$ cat config.mk
export PLATFORM = sky130hd
export DESIGN_NAME = mux8_bit_sequencer
export DESIGN_NICKNAME = d
export VERILOG_FILES = /design/src/rtl/mux8_seq_pkg.sv /design/src/rtl/mux8_bit_sequencer_timer.sv /design/src/rtl/mux8_bit_sequencer.sv
export SDC_FILE = /design/constraint.sdc
export NUM_CORES = 1
export LEC_CHECK = 0
export ABC_AREA = 1
export BUFFER_PORTS_ARGS = -buffer_cell sky130_fd_sc_hd__buf_4
export CORE_ASPECT_RATIO = 0.9
export CORE_MARGIN = 2
export CORE_UTILIZATION = 51
export DETAILED_ROUTE_END_ITERATION = 10
export PLACE_DENSITY = 0.81
export SLEW_MARGIN = 40
export SYNTH_ARGS = -nofsm -noshare
export SYNTH_HDL_FRONTEND = slang
export SYNTH_SLANG_ARGS = --single-unit
$ cat constraint.sdc
create_clock -name clk -period 4 [get_ports clk]
set_input_delay 1 -clock clk [delete_from_list [all_inputs] [get_ports clk]]
set_output_delay 1 -clock clk [all_outputs]
set_load 0.01 [all_outputs]
$ cat src/rtl/mux8_seq_pkg.sv
// Shared types and constants for the 8:1 mux bit sequencer.
package mux8_seq_pkg;

  localparam int DATA_W = 8;
  localparam int SEL_W  = 3;

  typedef enum logic {
    IDLE  = 1'b0,
    SHIFT = 1'b1
  } state_t;

  // Starting select value for LSB-first and MSB-first serialization.
  localparam logic [SEL_W-1:0] SEL_FIRST_LSB = 3'd0;
  localparam logic [SEL_W-1:0] SEL_FIRST_MSB = 3'd7;

endpackage

$ cat src/rtl/mux8_bit_sequencer_timer.sv
// Hold timer: counts cycles a select value has been held and flags the last one.
module bit_hold_timer #(
  parameter int HOLD_CYCLES = 1
) (
  input  logic clk,
  input  logic rst_n,
  input  logic clear,
  input  logic en,
  output logic tick
);

  // A single-cycle hold still gets a 1-bit counter that simply stays at zero.
  localparam int CNT_W = (HOLD_CYCLES > 1) ? $clog2(HOLD_CYCLES) : 1;
  localparam logic [CNT_W-1:0] CNT_LAST = CNT_W'(HOLD_CYCLES - 1);

  logic [CNT_W-1:0] hold_cnt;

  assign tick = (hold_cnt == CNT_LAST);

  // Count while enabled, wrap to zero after the last hold cycle.
  always_ff @(posedge clk) begin
    if (!rst_n || clear) begin
      hold_cnt <= '0;
    end else if (en) begin
      hold_cnt <= tick ? '0 : hold_cnt + CNT_W'(1);
    end
  end

endmodule

$ cat src/rtl/mux8_bit_sequencer.sv
// Byte serializer control for an 8:1 bit-select mux: latches a byte on a
// valid/ready handshake, steps the select through all eight positions and
// raises framing flags plus a one-cycle done pulse.
//
// Handshake: a byte transfers on a rising edge where s_valid and s_ready are
// both high; s_ready is high only in IDLE outside reset, and s_data is
// ignored on every other edge.
module mux8_bit_sequencer
  import mux8_seq_pkg::*;
#(
  parameter int HOLD_CYCLES = 1,
  parameter bit MSB_FIRST   = 1'b0
) (
  input  logic              clk,
  input  logic              rst_n,
  input  logic              s_valid,
  output logic              s_ready,
  input  logic [DATA_W-1:0] s_data,
  input  logic              abort,
  output logic [DATA_W-1:0] mux_in,
  output logic [SEL_W-1:0]  mux_sel,
  output logic              bit_valid,
  output logic              bit_first,
  output logic              bit_last,
  output logic              busy,
  output logic              done,
  output state_t            dbg_state
);

  localparam logic [SEL_W-1:0] SEL_START = MSB_FIRST ? SEL_FIRST_MSB : SEL_FIRST_LSB;

  state_t            state_q, state_d;
  logic [2:0]        bit_cnt, bit_cnt_d;
  logic [DATA_W-1:0] mux_in_d;
  logic [SEL_W-1:0]  sel_d;
  logic              valid_d, first_d, last_d, done_d;
  logic              tick;

  assign s_ready   = (state_q == IDLE) && rst_n;
  assign busy      = (state_q == SHIFT);
  assign dbg_state = state_q;

  bit_hold_timer #(
    .HOLD_CYCLES(HOLD_CYCLES)
  ) u_timer (
    .clk  (clk),
    .rst_n(rst_n),
    .clear((state_q != SHIFT) || abort),
    .en   (state_q == SHIFT),
    .tick (tick)
  );

  // Next state, select stepping and framing flags; abort outranks stepping.
  always_comb begin
    state_d   = state_q;
    mux_in_d  = mux_in;
    sel_d     = mux_sel;
    bit_cnt_d = bit_cnt;
    valid_d   = bit_valid;
    first_d   = bit_first;
    last_d    = bit_last;
    done_d    = 1'b0;
    case (state_q)
      IDLE: begin
        if (s_valid && s_ready) begin
          state_d   = SHIFT;
          mux_in_d  = s_data;
          sel_d     = SEL_START;
          bit_cnt_d = 3'd0;
          valid_d   = 1'b1;
          first_d   = 1'b1;
          last_d    = 1'b0;
        end
      end
      SHIFT: begin
        if (abort || (tick && bit_cnt == 3'd7)) begin
          state_d = IDLE;
          sel_d   = '0;
          valid_d = 1'b0;
          first_d = 1'b0;
          last_d  = 1'b0;
          done_d  = !abort;
        end else if (tick) begin
          bit_cnt_d = bit_cnt + 3'd1;
          sel_d     = MSB_FIRST ? (mux_sel - 3'd1) : (mux_sel + 3'd1);
          first_d   = 1'b0;
          last_d    = (bit_cnt == 3'd6);
        end
      end
      default: state_d = IDLE;
    endcase
  end

  // State and registered outputs; reset overrides everything.
  always_ff @(posedge clk) begin
    if (!rst_n) begin
      state_q   <= IDLE;
      mux_in    <= '0;
      mux_sel   <= '0;
      bit_cnt   <= '0;
      bit_valid <= 1'b0;
      bit_first <= 1'b0;
      bit_last  <= 1'b0;
      done      <= 1'b0;
    end else begin
      state_q   <= state_d;
      mux_in    <= mux_in_d;
      mux_sel   <= sel_d;
      bit_cnt   <= bit_cnt_d;
      bit_valid <= valid_d;
      bit_first <= first_d;
      bit_last  <= last_d;
      done      <= done_d;
    end
  end

endmodule

# Yosys cells after proc, flatten, opt, wreduce, memory -nomap -nowiden
# Index checks and enable logic that the tools add are counted.
[word_totals] rom_bits=0 output_inout_bits=18 ramBits=0 n_memories=0 elab_cells=55 register_bits=20 latchBits=0
[classes] n_mul=0 shifts=0 n_reduce_logical=13 n_eq_ne=7 n_mux=21 bitwise_logic=2 addsub=3 n_div=0 n_lt_le_gt_ge=0
[op_table] cell="3-bit two-way mux" count=5
[op_table] cell="3-bit case mux with 2 select lines" count=2
[op_table] cell="1-bit two-way mux" count=10
[op_table] cell="1-bit case mux with 2 select lines" count=4
[op_table] cell="3-bit by 1-bit adder with 3-bit output (second input constant)" count=2
[op_table] cell="3-bit equality test (second input constant)" count=2
[op_table] cell="2-bit AND reduction" count=3
[op_table] cell="3-bit AND reduction" count=2
[op_table] cell="2-bit by 1-bit != test with 1-bit output (second input constant)" count=2
[op_table] cell="2-bit != test (second input constant)" count=2
[op_table] cell="1-bit logical AND" count=3
[op_table] cell="1-bit logical OR" count=3
[op_table] cell="3-bit != test (second input constant)" count=1
[op_table] cell="1-bit logical NOT" count=2
[op_table] cell="1-bit inverter" count=2
[op_table] cell="1-bit adder (second input constant)" count=1

# Depth between registers and ports, before layout
[logic_depth] ltp_word=5 depth_mapped=7 depth_no_buf=7

# Hierarchy
# A second synthesis with hierarchy kept.
[unflattened] hier_cells=123 area_unflattened_um2=897.1
[modules_own_cells] module="mux8_bit_sequencer" seq_area_each_um2=380.4 area_per_inst_um2=885.8 cells_per_inst=121 n_inst=1
[modules_own_cells] module="bit_hold_timer" seq_area_each_um2=0.0 area_per_inst_um2=11.3 cells_per_inst=2 n_inst=1

# Least setup slack after synthesis
# No wires, ideal clock.
[synth_path] path_type="input port to output port" start="input port rst_n" end="output port s_ready" stages=3 required_ps=3000 path_slack_ps=1635 t_arrival_ps=1365 cell_sequence="buf_4 -> inv_2 -> nor2_8"
[synth_via] elab_chain_cells=1
[synth_rtl] item="from (decl)" line_no="mux8_bit_sequencer.sv:15" source="input logic rst_n,"
[synth_rtl] item="1-bit logical AND" line_no="mux8_bit_sequencer.sv:39" source="assign s_ready = (state_q == IDLE) && rst_n;"
[synth_rtl] item="to (decl)" line_no="mux8_bit_sequencer.sv:17" source="output logic s_ready,"
# Every way passes these cells.

# Worst setup path in the final report
# Ends and elaborated chain as after synthesis.

==> impl_metrics.json <==
{
  "worst-path-buf-inv": 3,
  "hp-class": "reg -> reg",
  "setup_viol": 0,
  "yosysWarningCount": 0,
  "initial_core_util_pct": 52.7,
  "rows": 14,
  "finalSetupTns_ns": 0,
  "final_core_util_pct": 66.7,
  "setup.worst_path.end_class": "output pin",
  "place.gp.congestion": 0.780,
  "slew_viol_final": 0,
  "cp.required_ns": 3.00,
  "vdd_drop_max_mv": 0.200,
  "hold_viol": 0,
  "crit_fanout": 17,
  "cts_root_buf": "clkbuf_4",
  "cts_tree": "done",
  "synth_area_leaders": "dfxtp_1, nand3_1, nand2_1",
  "clk_pin_slew_ns": 0.10,
  "synth_seq_cells": 19,
  "crit_arrival_ns": 1.65,
  "grt_pass1_wl_um": 2880,
  "synth_nets": 121,
  "slowest_delay_ns": 0.21,
  "synth_top_area_cell": "dfxtp_1",
  "synth_common_cells": "nand2_1, nand3_1, dfxtp_1",
  "post-dp-hpwl_um": 1250,
  "cpMostUsedCell": "buf_4",
  "synth-seq-area-share_pct": 44.3,
  "area_growth_pct": 26.5,
  "nets": 149,
  "post_cts_buffers": 0,
  "cts_sinks": 19,
  "grt_max_degree": 18,
  "drc": 0,
  "die_w_um": 47.2,
  "slowest_stage": "buf_4",
  "start_kind": "input pin",
  "outcome": "finished clean",
  "first_pass_iters": 4,
  "critical_path_class": "in -> out",
  "htreeDepth": 1,
  "drive_gt1_share_pct": 28.8,
  "clk_latency_ns": 0.28,
  "ys.flop_type": "dfxtp_1",
  "critPathTopFamily": "buffers and inverters",
  "syn-instance-count": 105,
  "track_usage_pct": 19.3,
  "fin_crit_ns": 2.65,
  "dr.first_iter.drc_count": 9,
  "via_per_inst": 4.87,
  "portBuffers": 29,
  "wl_per_cell_um": 10.7,
  "ys_types": 20,
  "worst_pin_slew_ns": 0.579,
  "boundaryPins": 30,
  "n_antenna_cell": 0,
  "async_flop_share_pct": 0,
  "avgSynthCellArea_sq_um": 8.17,
  "cap_violations": 0,
  "die_h_um": 42.9,
  "syn_area_sq_um": 858,
  "synth.most_common_cell": "nand2_1",
  "antenna_found_initial": 0,
  "wl_um": 1670,
  "cts_buffer_depth": 2,
  "power_density_nw_per_um2": 339,
  "holdBufCountCts": 0,
  "fmax_mhz": 377,
  "cts_resized": 0,
  "gr-total-overflow": 0,
  "synth_top_area_share_pct": 44.3,
  "clock_skew_ns": 0.000738,
  "fin_crit_sh_pct": 66.4,
  "p_leak_uw": 0.000546,
  "core_area_sq_um": 1630,
  "grt_pass1_vias": 703,
  "max_slew_margin_pct": 61.3,
  "rsz0062_at_grt": "no",
  "dieArea_sq_um": 2030,
  "crit_chain": "buf_4 -> inv_2 -> nor2_8 -> buf_4",
  "synth_edf_count": 0,
  "antenna_left": 0,
  "cts_buffers": 3,
  "vias": 760
}
[through the flow]
step / setup WS (ns) / hold WS [ns] / total power (uW) / instances / instance area, sq um
2_1_floorplan: 1.64 / 0.469 / 250 / 105 / 858
3_3_place_gp: 1.36 / 0.435 / 276 / 152 / 1060
3_5_place_dp: 1.35 / 0.438 / 277 / 152 / 1060
4_1_cts: 1.35 / 0.456 / 371 / 156 / 1090
5_1_grt: 1.30 / 0.493 / 389 / 156 / 1090
6_report: 1.35 / 0.458 / 368 / 156 / 1090
[cell usage in the layout (no fill, tap or decap), types with 2 or more instances in the layout]
cell type  instances
nand3_1           23
dfxtp_1           19
a21oi_1            5
buf_4             29
ha_1               4
clkbuf_4           3
nor2_1             5
nand2_1           25
inv_1              7
a21oi_2            2
[routing by layer]
metal	vias up	track usage [%]	wire length, um
met2	18	30.8	830
met1	340	24.3	747
met5	-	0	0
li1	400	-	-
met4	0	8.33	11
met3	2	4.26	81
[logic make-up after synthesis]
group | count (synthesis) | synth area share (%)
AOI/OAI and AO/OA | 10 | 7.29
adders and majority gates | 4 | 5.83
and+or+nand+nor | 58 | 33.7
buffers and inverters | 14 | 8.89
DFF | 19 | 44.3
[worst min-delay path: stages, from the launching register on]
cell and delay, ns:
dfxtp_1 0.33, nand2_1 0.06, nand2_1 0.04
[final timing paths]
kind | start | endpoint | slack [ns] | depth (start not counted)
setup / recovery | rst_n | s_ready | 1.35 | 4
hold / removal | bit_first | bit_first | 0.46 | 2
setup reg to reg | bit_cnt[1] | bit_cnt[2] | 2.52 | 6
hold reg to reg | bit_first | bit_first | 0.46 | 2
[report_power, final]
| group | switching (uW) | internal [uW] | total (uW) |
|---|---|---|---|
| sequential | 8.73 | 200 | 209 |
| clock | 56.3 | 38.7 | 95.0 |
| combinational | 32.5 | 31.0 | 63.5 |
| total | 97.6 | 270 | 368 |
[registers in the layout (all words and copies together), names as in the netlist]
register	count
bit_last	1
bit_cnt	3
bit_valid	1
mux_in	8
bit_first	1
mux_sel	3
busy	1
done	1
[layout make-up]
class | count | area, sq um
tap | 24 | 30.0
timing repair buffer | 29 | 218
multi-input combinational | 72 | 402
inverter | 8 | 30.0
fill | 139 | 543
clock buffer | 4 | 26.3
sequential | 19 | 380
(Power assumes the default switching activity.)
